--- src/rtl/prio_grant_encoder_pkg.sv ---
// Shared types and helpers for the registered priority/round-robin grant encoder.
package prio_pkg;

  // Two-state handshake FSM: nothing held, or a grant held until accepted.
  typedef enum logic {
    IDLE = 1'b0,
    HOLD = 1'b1
  } prio_state_t;

  // Ceiling log2 that never returns 0, so a width derived from it is always legal.
  function automatic int clog2_min1(input int n);
    int r;
    r = 32'sd0;
    while ((32'sd1 << r) < n) begin
      r = r + 32'sd1;
    end
    return (r < 32'sd1) ? 32'sd1 : r;
  endfunction

endpackage

--- src/rtl/prio_grant_encoder_pick.sv ---
// Combinational highest-set-bit picker: reports whether any bit is set, the
// index of the highest one, and that index as a one-hot vector.
module prio_pick
  import prio_pkg::*;
#(
  parameter  int N = 8,
  localparam int W = clog2_min1(N)
) (
  input  logic [N-1:0] req,
  output logic         found,
  output logic [W-1:0] idx,
  output logic [N-1:0] onehot
);

  localparam logic [N-1:0] ONE = {{(N-1){1'b0}}, 1'b1};

  // Scan upward so the last (highest) set bit overwrites any lower winner.
  always_comb begin
    found = 1'b0;
    idx   = {W{1'b0}};
    for (int i = 0; i < N; i++) begin
      found = found | req[i];
      idx   = req[i] ? W'(i) : idx;
    end
    if (found) begin
      onehot = ONE << idx;
    end else begin
      onehot = {N{1'b0}};
    end
  end

endmodule

--- src/rtl/prio_grant_encoder.sv ---
// Registered N-input priority encoder with run-time selectable fixed-priority
// or round-robin arbitration. A grant is held (sticky) on the outputs until the
// consumer accepts it; back-to-back accepts yield one grant per clock.
module prio_grant_encoder
  import prio_pkg::*;
#(
  parameter  int N = 8,
  localparam int W = clog2_min1(N)
) (
  input  logic         clk,
  input  logic         rst,
  input  logic [N-1:0] req,
  input  logic         rr_mode,
  input  logic         out_ready,
  output logic         out_valid,
  output logic [W-1:0] out_idx,
  output logic [N-1:0] out_onehot,
  output logic         any_req
);

  localparam logic [N-1:0] ONE = {{(N-1){1'b0}}, 1'b1};

  prio_state_t  state_r;
  logic [W-1:0] ptr_r;
  logic         accept_s;
  logic [W-1:0] ptr_eff_s;
  logic [N-1:0] mask_s;
  logic [N-1:0] masked_req_s;

  logic         found_f_s;
  logic [W-1:0] idx_f_s;
  logic [N-1:0] onehot_f_s;
  logic         found_m_s;
  logic [W-1:0] idx_m_s;
  logic [N-1:0] onehot_m_s;

  logic [W-1:0] win_idx_s;
  logic [N-1:0] win_onehot_s;

  assign any_req  = |req;
  assign accept_s = (state_r == HOLD) && out_ready;

  // On an accept the pointer moves to the accepted index in the same edge, so
  // the re-arbitration for the next grant must already see that new value.
  always_comb begin
    if (accept_s) begin
      ptr_eff_s = out_idx;
    end else begin
      ptr_eff_s = ptr_r;
    end
  end

  // Bits strictly below the pointer; empty when ptr is 0, forcing a full search.
  assign mask_s       = (ONE << ptr_eff_s) - ONE;
  assign masked_req_s = req & mask_s;

  prio_pick #(.N(N)) u_pick_full (
    .req    (req),
    .found  (found_f_s),
    .idx    (idx_f_s),
    .onehot (onehot_f_s)
  );

  prio_pick #(.N(N)) u_pick_masked (
    .req    (masked_req_s),
    .found  (found_m_s),
    .idx    (idx_m_s),
    .onehot (onehot_m_s)
  );

  // Round-robin prefers requests below the pointer, then wraps to the top;
  // fixed mode always takes the highest requester.
  always_comb begin
    if (rr_mode && found_m_s) begin
      win_idx_s    = idx_m_s;
      win_onehot_s = onehot_m_s;
    end else begin
      win_idx_s    = idx_f_s;
      win_onehot_s = onehot_f_s;
    end
  end

  // Handshake FSM owning the pointer and all registered outputs.
  always_ff @(posedge clk) begin
    if (rst) begin
      state_r    <= IDLE;
      ptr_r      <= {W{1'b0}};
      out_valid  <= 1'b0;
      out_idx    <= {W{1'b0}};
      out_onehot <= {N{1'b0}};
    end else begin
      case (state_r)
        IDLE: begin
          if (found_f_s) begin
            state_r    <= HOLD;
            out_valid  <= 1'b1;
            out_idx    <= win_idx_s;
            out_onehot <= win_onehot_s;
          end else begin
            state_r    <= IDLE;
            out_valid  <= 1'b0;
            out_idx    <= {W{1'b0}};
            out_onehot <= {N{1'b0}};
          end
        end
        HOLD: begin
          if (out_ready) begin
            ptr_r <= out_idx;
            if (found_f_s) begin
              state_r    <= HOLD;
              out_valid  <= 1'b1;
              out_idx    <= win_idx_s;
              out_onehot <= win_onehot_s;
            end else begin
              state_r    <= IDLE;
              out_valid  <= 1'b0;
              out_idx    <= {W{1'b0}};
              out_onehot <= {N{1'b0}};
            end
          end else begin
            state_r <= HOLD;
          end
        end
        default: begin
          state_r    <= IDLE;
          ptr_r      <= {W{1'b0}};
          out_valid  <= 1'b0;
          out_idx    <= {W{1'b0}};
          out_onehot <= {N{1'b0}};
        end
      endcase
    end
  end

endmodule

--- config.mk ---
export PLATFORM = sky130hd
export DESIGN_NAME = prio_grant_encoder
export DESIGN_NICKNAME = d
export VERILOG_FILES = /design/src/rtl/prio_grant_encoder_pkg.sv /design/src/rtl/prio_grant_encoder_pick.sv /design/src/rtl/prio_grant_encoder.sv
export SDC_FILE = /design/constraint.sdc
export NUM_CORES = 1
export LEC_CHECK = 0
export ABC_AREA = 0
export BUFFER_PORTS_ARGS = -buffer_cell sky130_fd_sc_hd__buf_4
export CORE_MARGIN = 2
export CORE_UTILIZATION = 57
export DETAILED_ROUTE_END_ITERATION = 10
export PLACE_DENSITY = 0.84
export SYNTH_ARGS = -nofsm -noshare
export SYNTH_HDL_FRONTEND = slang
export SYNTH_HIERARCHICAL = 1
export SYNTH_SLANG_ARGS = --single-unit
--- constraint.sdc ---
create_clock -name clk -period 7.58 [get_ports clk]
set_input_delay 1.137 -clock clk [delete_from_list [all_inputs] [get_ports clk]]
set_output_delay 1.137 -clock clk [all_outputs]
set_load 0.05 [all_outputs]
Word level (Yosys, flattened, before mapping) --
Index checks and enable logic that the tools add are counted.
Word-level totals: bits in registers 16, output and inout port bits 13, logic and storage cells 59, input port bits 12
Cells by class: equal/unequal tests 1, mux-type cells 29, bitwise operators 16, $add $sub $neg 1, reduce and logical (&&, ||, !) cells 4, shift operators 3
Operator list (count):
- $mux W3 | 16
- $mux W8 | 4
- $shl A1 B3 Y8 const A | 3
- $pmux W8 S2 | 1
- $or A1 B1 Y1 | 14
- $and A8 B8 Y8 | 1
- $reduce_or A8 Y1 | 1
- $sub A8 B1 Y8 const B | 1
- $pmux W3 S2 | 1
- $mux W1 | 5
- $pmux W1 S2 | 2
- $logic_and A1 B1 Y1 | 2
- $ne A2 B2 Y1 const B | 1
- $reduce_and A2 Y1 | 1
- $not A1 Y1 | 1

Depth between registers and ports, before layout --
depth in word-level cells 18, gate-level depth with buffers 16, gate-level depth less buffers 15

By module --
Netlist, hierarchy kept.
Modules (own cells, without submodules):
- prio_grant_encoder | times used 1, sequential area each 320.3 µm², area an instance 843.3 µm², cells each 94
- prio_pick (u_pick_masked) | times used 1, sequential area each 0.0 µm², area an instance 132.6 µm², cells each 20
- prio_pick (u_pick_full) | times used 1, sequential area each 0.0 µm², area an instance 127.6 µm², cells each 20

Worst setup path before layout --
Ideal clock, no wire load.
kind input to register, start point in out_ready, end point reg out_idx[0], data required time 7452 ps, buffers on the path 1, setup slack 3813 ps, setup time 128 ps, stages on the path 15, arrival 3639 ps, cell sequence nand2_2 -> mux2_4 -> nand2_1 -> ha_1 -> inv_1 -> o311a_1 -> nor4_4 -> inv_2 -> nor4_2 -> nand2b_1 -> nand2_1 -> buf_2 -> mux2_2 -> a22oi_1 -> nor2_1
On the way: elaborated cells on any way between the ends 25, those cells by class 1 x add/sub; 1 x eq/ne; 1 x shift; 12 x mux; 8 x bitwise; 2 x reduce/logical
RTL lines:
- start: declaration | RTL line prio_grant_encoder.sv:14 | input logic out_ready,
- $logic_and A1 B1 Y1 * | RTL line prio_grant_encoder.sv:41 | assign accept_s = (state_r == HOLD) && out_ready;
- $mux W3 * | RTL line prio_grant_encoder.sv:46 | if (accept_s) begin
- $shl A1 B3 Y8 * | RTL line prio_grant_encoder.sv:54 | assign mask_s = (ONE << ptr_eff_s) - ONE;
- $sub A8 B1 Y8 * | RTL line prio_grant_encoder.sv:54
- $and A8 B8 Y8 * | RTL line prio_grant_encoder.sv:55 | assign masked_req_s = req & mask_s;
- net masked_req_s[6] | RTL line prio_grant_encoder.sv:28 | logic [N-1:0] masked_req_s;
- $or A1 B1 Y1 * (2 in a row) | RTL line prio_grant_encoder_pick.sv:22 | found = found | req[i];
- net found_m_s | RTL line prio_grant_encoder.sv:33 | logic found_m_s;
- $logic_and A1 B1 Y1 * | RTL line prio_grant_encoder.sv:74 | if (rr_mode && found_m_s) begin
- $mux W3 * | RTL line prio_grant_encoder.sv:74
- $mux W3 * | RTL line prio_grant_encoder.sv:94, prio_grant_encoder.sv:109
- $mux W3 | RTL line prio_grant_encoder.sv:107 | if (out_ready) begin
- $pmux W3 S2 * | RTL line prio_grant_encoder.sv:92 | case (state_r)
- end signal: assignment | RTL line prio_grant_encoder.sv:97 | out_idx <= win_idx_s;
- end signal: assignment | RTL line prio_grant_encoder.sv:102 | out_idx <= {W{1'b0}};
- end signal: assignment | RTL line prio_grant_encoder.sv:112 | out_idx <= win_idx_s;
- end: declaration | RTL line prio_grant_encoder.sv:16 | output logic [W-1:0] out_idx,
The timed path passes the listed nets; every way through them passes the cells marked *. The select of a mux whose other input is x is not followed. A chain may end at the register's enable or synchronous reset.

Worst setup path in the final report --
start point in out_ready, end point reg out_idx[2]
On the way: elaborated cells on any way between the ends 23, those cells by class 1 x add/sub; 1 x eq/ne; 1 x shift; 10 x mux; 8 x bitwise; 2 x reduce/logical
RTL lines:
- $logic_and A1 B1 Y1 * | RTL line prio_grant_encoder.sv:41
- $mux W3 * | RTL line prio_grant_encoder.sv:46
- $shl A1 B3 Y8 * | RTL line prio_grant_encoder.sv:54
- $sub A8 B1 Y8 * | RTL line prio_grant_encoder.sv:54
- $and A8 B8 Y8 * | RTL line prio_grant_encoder.sv:55
- net masked_req_s[6] | RTL line prio_grant_encoder.sv:28
- $mux W3 * (2 in a row) | RTL line prio_grant_encoder_pick.sv:23 | idx = req[i] ? W'(i) : idx;
- net idx_m_s[2] | RTL line prio_grant_encoder.sv:34 | logic [W-1:0] idx_m_s;
- $mux W3 * | RTL line prio_grant_encoder.sv:74
- $mux W3 * | RTL line prio_grant_encoder.sv:94, prio_grant_encoder.sv:109
- $mux W3 | RTL line prio_grant_encoder.sv:107
- $pmux W3 S2 * | RTL line prio_grant_encoder.sv:92
Marks and branches as above.

==> flow_summary.yaml <==
global_routing:
  grt.overflow.total: 0
  met2_usage_pct: 44.53
  grt_max_degree: 17
  grt.met1_usage_pct: 33.03
  grtUsageMet3_pct: 4.906
  grt.busiest_layer: "met2"
  grt_util_all_layers_pct: 26.32
  grt_pass1_vias: 955
  grt_pass1_wl_um: 4202
  antenna_found_initial: 0
setup_path:
  worstSetupStartpointType: "input port"
  crit_path_end_kind: "register"
  critical_path_class: "in2reg"
  worstPathArrival_ps: 4160
  path_max_fanout: 11
  cp.required_ps: 7760
cells_and_area:
  fill_cells: 143
  diodes: 0
  final_cell_mix: "buf_4 (24), nor2_1 (23), dfxtp_1 (16)"
  area_growth_pct: 21.88
  drive_gt1_share_pct: 32.30
  nNetsFinal: 175
  final_common_cell: "buf_4"
timing:
  fin_setup_tns_ps: 0
  period_needed_ps: 3975
  fin_crit_sh_pct: 52.44
  drv_slew: 0
  slew_headroom_pct: 43.41
  setup_slack_ps: 3605
  finClkSkew_ps: 13.93
  rsz0062_at_grt: "false"
  timing_hold_violations_final: 0
  tightest_slew_ps: 847.1
  fmax_mhz: 251.6
  setup_viol: 0
clocking:
  cts.sink_count: 16
  postCtsSetupBuffers: 0
  clock_latency_ps: 300
  cts_tree: "built"
  hold_buffers: 0
  clk_path_buf_depth: 2
  cts_resized: 0
  htreeDepth: 1
  cts_buffers: 3
  cts_root_buffer: "clkbuf_4"
  path_clk_slew_ps: 90
place:
  gp_congestion: 0.9007
  dp_hpwl_um: 2041
  pre_cts_slack_ps: 3307
  portBuffers: 24
die:
  die_area_sq_um: 2304
  initial_utilization_pct: 61.89
  die_x_um: 48
  fp.coreArea_sq_um: 1783
  num_rows: 15
  die_h_um: 48
  ioPinCount: 25
yosys:
  async_flop_share_pct: 0
  yosysTopAreaCellShare_pct: 29.02
  synth-main-ff-cell: "dfxtp_1"
  syn_avg_cell_area_sq_um: 8.236
  synth_cells: 134
  ys_seq_area_share_pct: 29.02
  synth_warnings: 6
  synth_edf_count: 0
  synth.area.top_cells: "dfxtp_1 (29%), mux2_2 (12%), nor2_1 (7.8%), a22oi_1 (7.5%), nor4_4 (3.9%)"
  ys_ff_latch: 16
  netlist_area_sq_um: 1104
  synth_cell_types: 35
  post-synth-top-area-cell: "dfxtp_1"
detailed_routing:
  ant_nets: 0
  drc_errors: 0
  wl_per_cell_um: 14.24
  drtIter0Drc: 36
  first_pass_iters: 5
  avgViaCountPerCell: 5.742
  routed_wl_um: 2648
  routed-via-count: 1068
worst_hold_path:
  hold_class: "reg2reg"
power_and_ir_drop:
  leakagePower_uw: 0.0005988
  peakVddDrop_mv: 0.1339
  power_density_nw_per_um2: 164.1
outcome:
  status: "finished clean"
run:
  max_cap_violations: 0
==> metal layers <==
layer	vias to the layer above	share of wire, %
met4	0	0.87
met5	-	0
met2	40	48
li1	529	-
met1	495	45
met3	4	6.5
==> path summary, 6_finish.rpt <==
path         startpoint    endpoint  slack (ps)  cells past startpoint
min reg2reg   out_valid   out_valid         500                      2
min           out_valid   out_valid         500                      2
max           out_ready  out_idx[2]        3610                     15
max reg2reg     state_r  out_idx[2]        4180                     14
==> critical path: stages <==
cell and delay [ps]:
buf_4 90, nand2_2 110, o31ai_1 510, nand2_1 120, ha_1 250, a21o_1 160, o311a_1 190, nor4_4 290
inv_2 80, nor4_2 190, nand2b_1 90, nand2_1 340, mux2_2 390, a22oi_1 160, nor2_1 50
==> cells in the mapped netlist, types with 2 or more instances <==
cell type  count
nor4b_1        2
and2_2         2
inv_1          6
nor2_1        23
nand2_1        9
o31ai_1        5
a22oi_1       11
nor4_4         2
mux2i_1        3
clkbuf_1       4
buf_2          2
and2_1         5
nand2_2        2
nor2b_1        3
nor3_1         2
dfxtp_1       16
nor4_1         2
and3_2         2
mux2_2        12
a21oi_1        6
==> power breakdown <==
group / leakage (uW) / switching [uW] / internal (uW)
registers: 0.000131 / 3.70 / 88.5
logic: 0.000447 / 43.1 / 27.4
clock network: 0.0000210 / 28.8 / 29.3
total: 0.000599 / 75.6 / 145
==> flip-flops by register name (all words and copies together) (netlist names) <==
signal,count
ptr_r,3
out_idx,3
state_r,1
out_onehot,8
out_valid,1
==> cell type report <==
cell class / count / area (sq um) / share of cell area, %
multi-input cells: 110 / 750.7 / 55.81
flip-flops and latches: 16 / 320.3 / 23.81
repair buffers: 24 / 180.2 / 13.40
clock buffers: 4 / 36.28 / 2.698
well taps: 25 / 31.28 / 2.326
inverters: 7 / 26.28 / 1.953
==> logic make-up after synthesis <==
| logic type | after synthesis | share of synthesized area, % |
|---|---|---|
| muxes | 16 | 16.33 |
| and+or+nand+nor | 60 | 31.07 |
| buffers and inverters | 13 | 4.648 |
| adders and majority gates | 1 | 1.134 |
| AOI/OAI and AO/OA | 27 | 17.46 |
| other | 1 | 0.3398 |
| DFF | 16 | 29.03 |
==> metrics by stage <==
| stage | total power [uW] | utilization (%) | std cells | hold slack [ps] | cell area, sq um |
|---|---|---|---|---|---|
| global placement | 161.8 | 73.40 | 182 | 479.7 | 1309 |
| finish | 220.8 | 75.44 | 186 | 502.8 | 1345 |
| floorplan | 143.0 | - | 139 | 542.2 | 1122 |
| global route | 232.5 | 75.44 | 186 | 545.3 | 1345 |
| detailed placement | 163.9 | 73.40 | 182 | 483.3 | 1309 |
| CTS | 222.1 | 75.44 | 186 | 508.7 | 1345 |
Power figures use the tool's default switching activity.
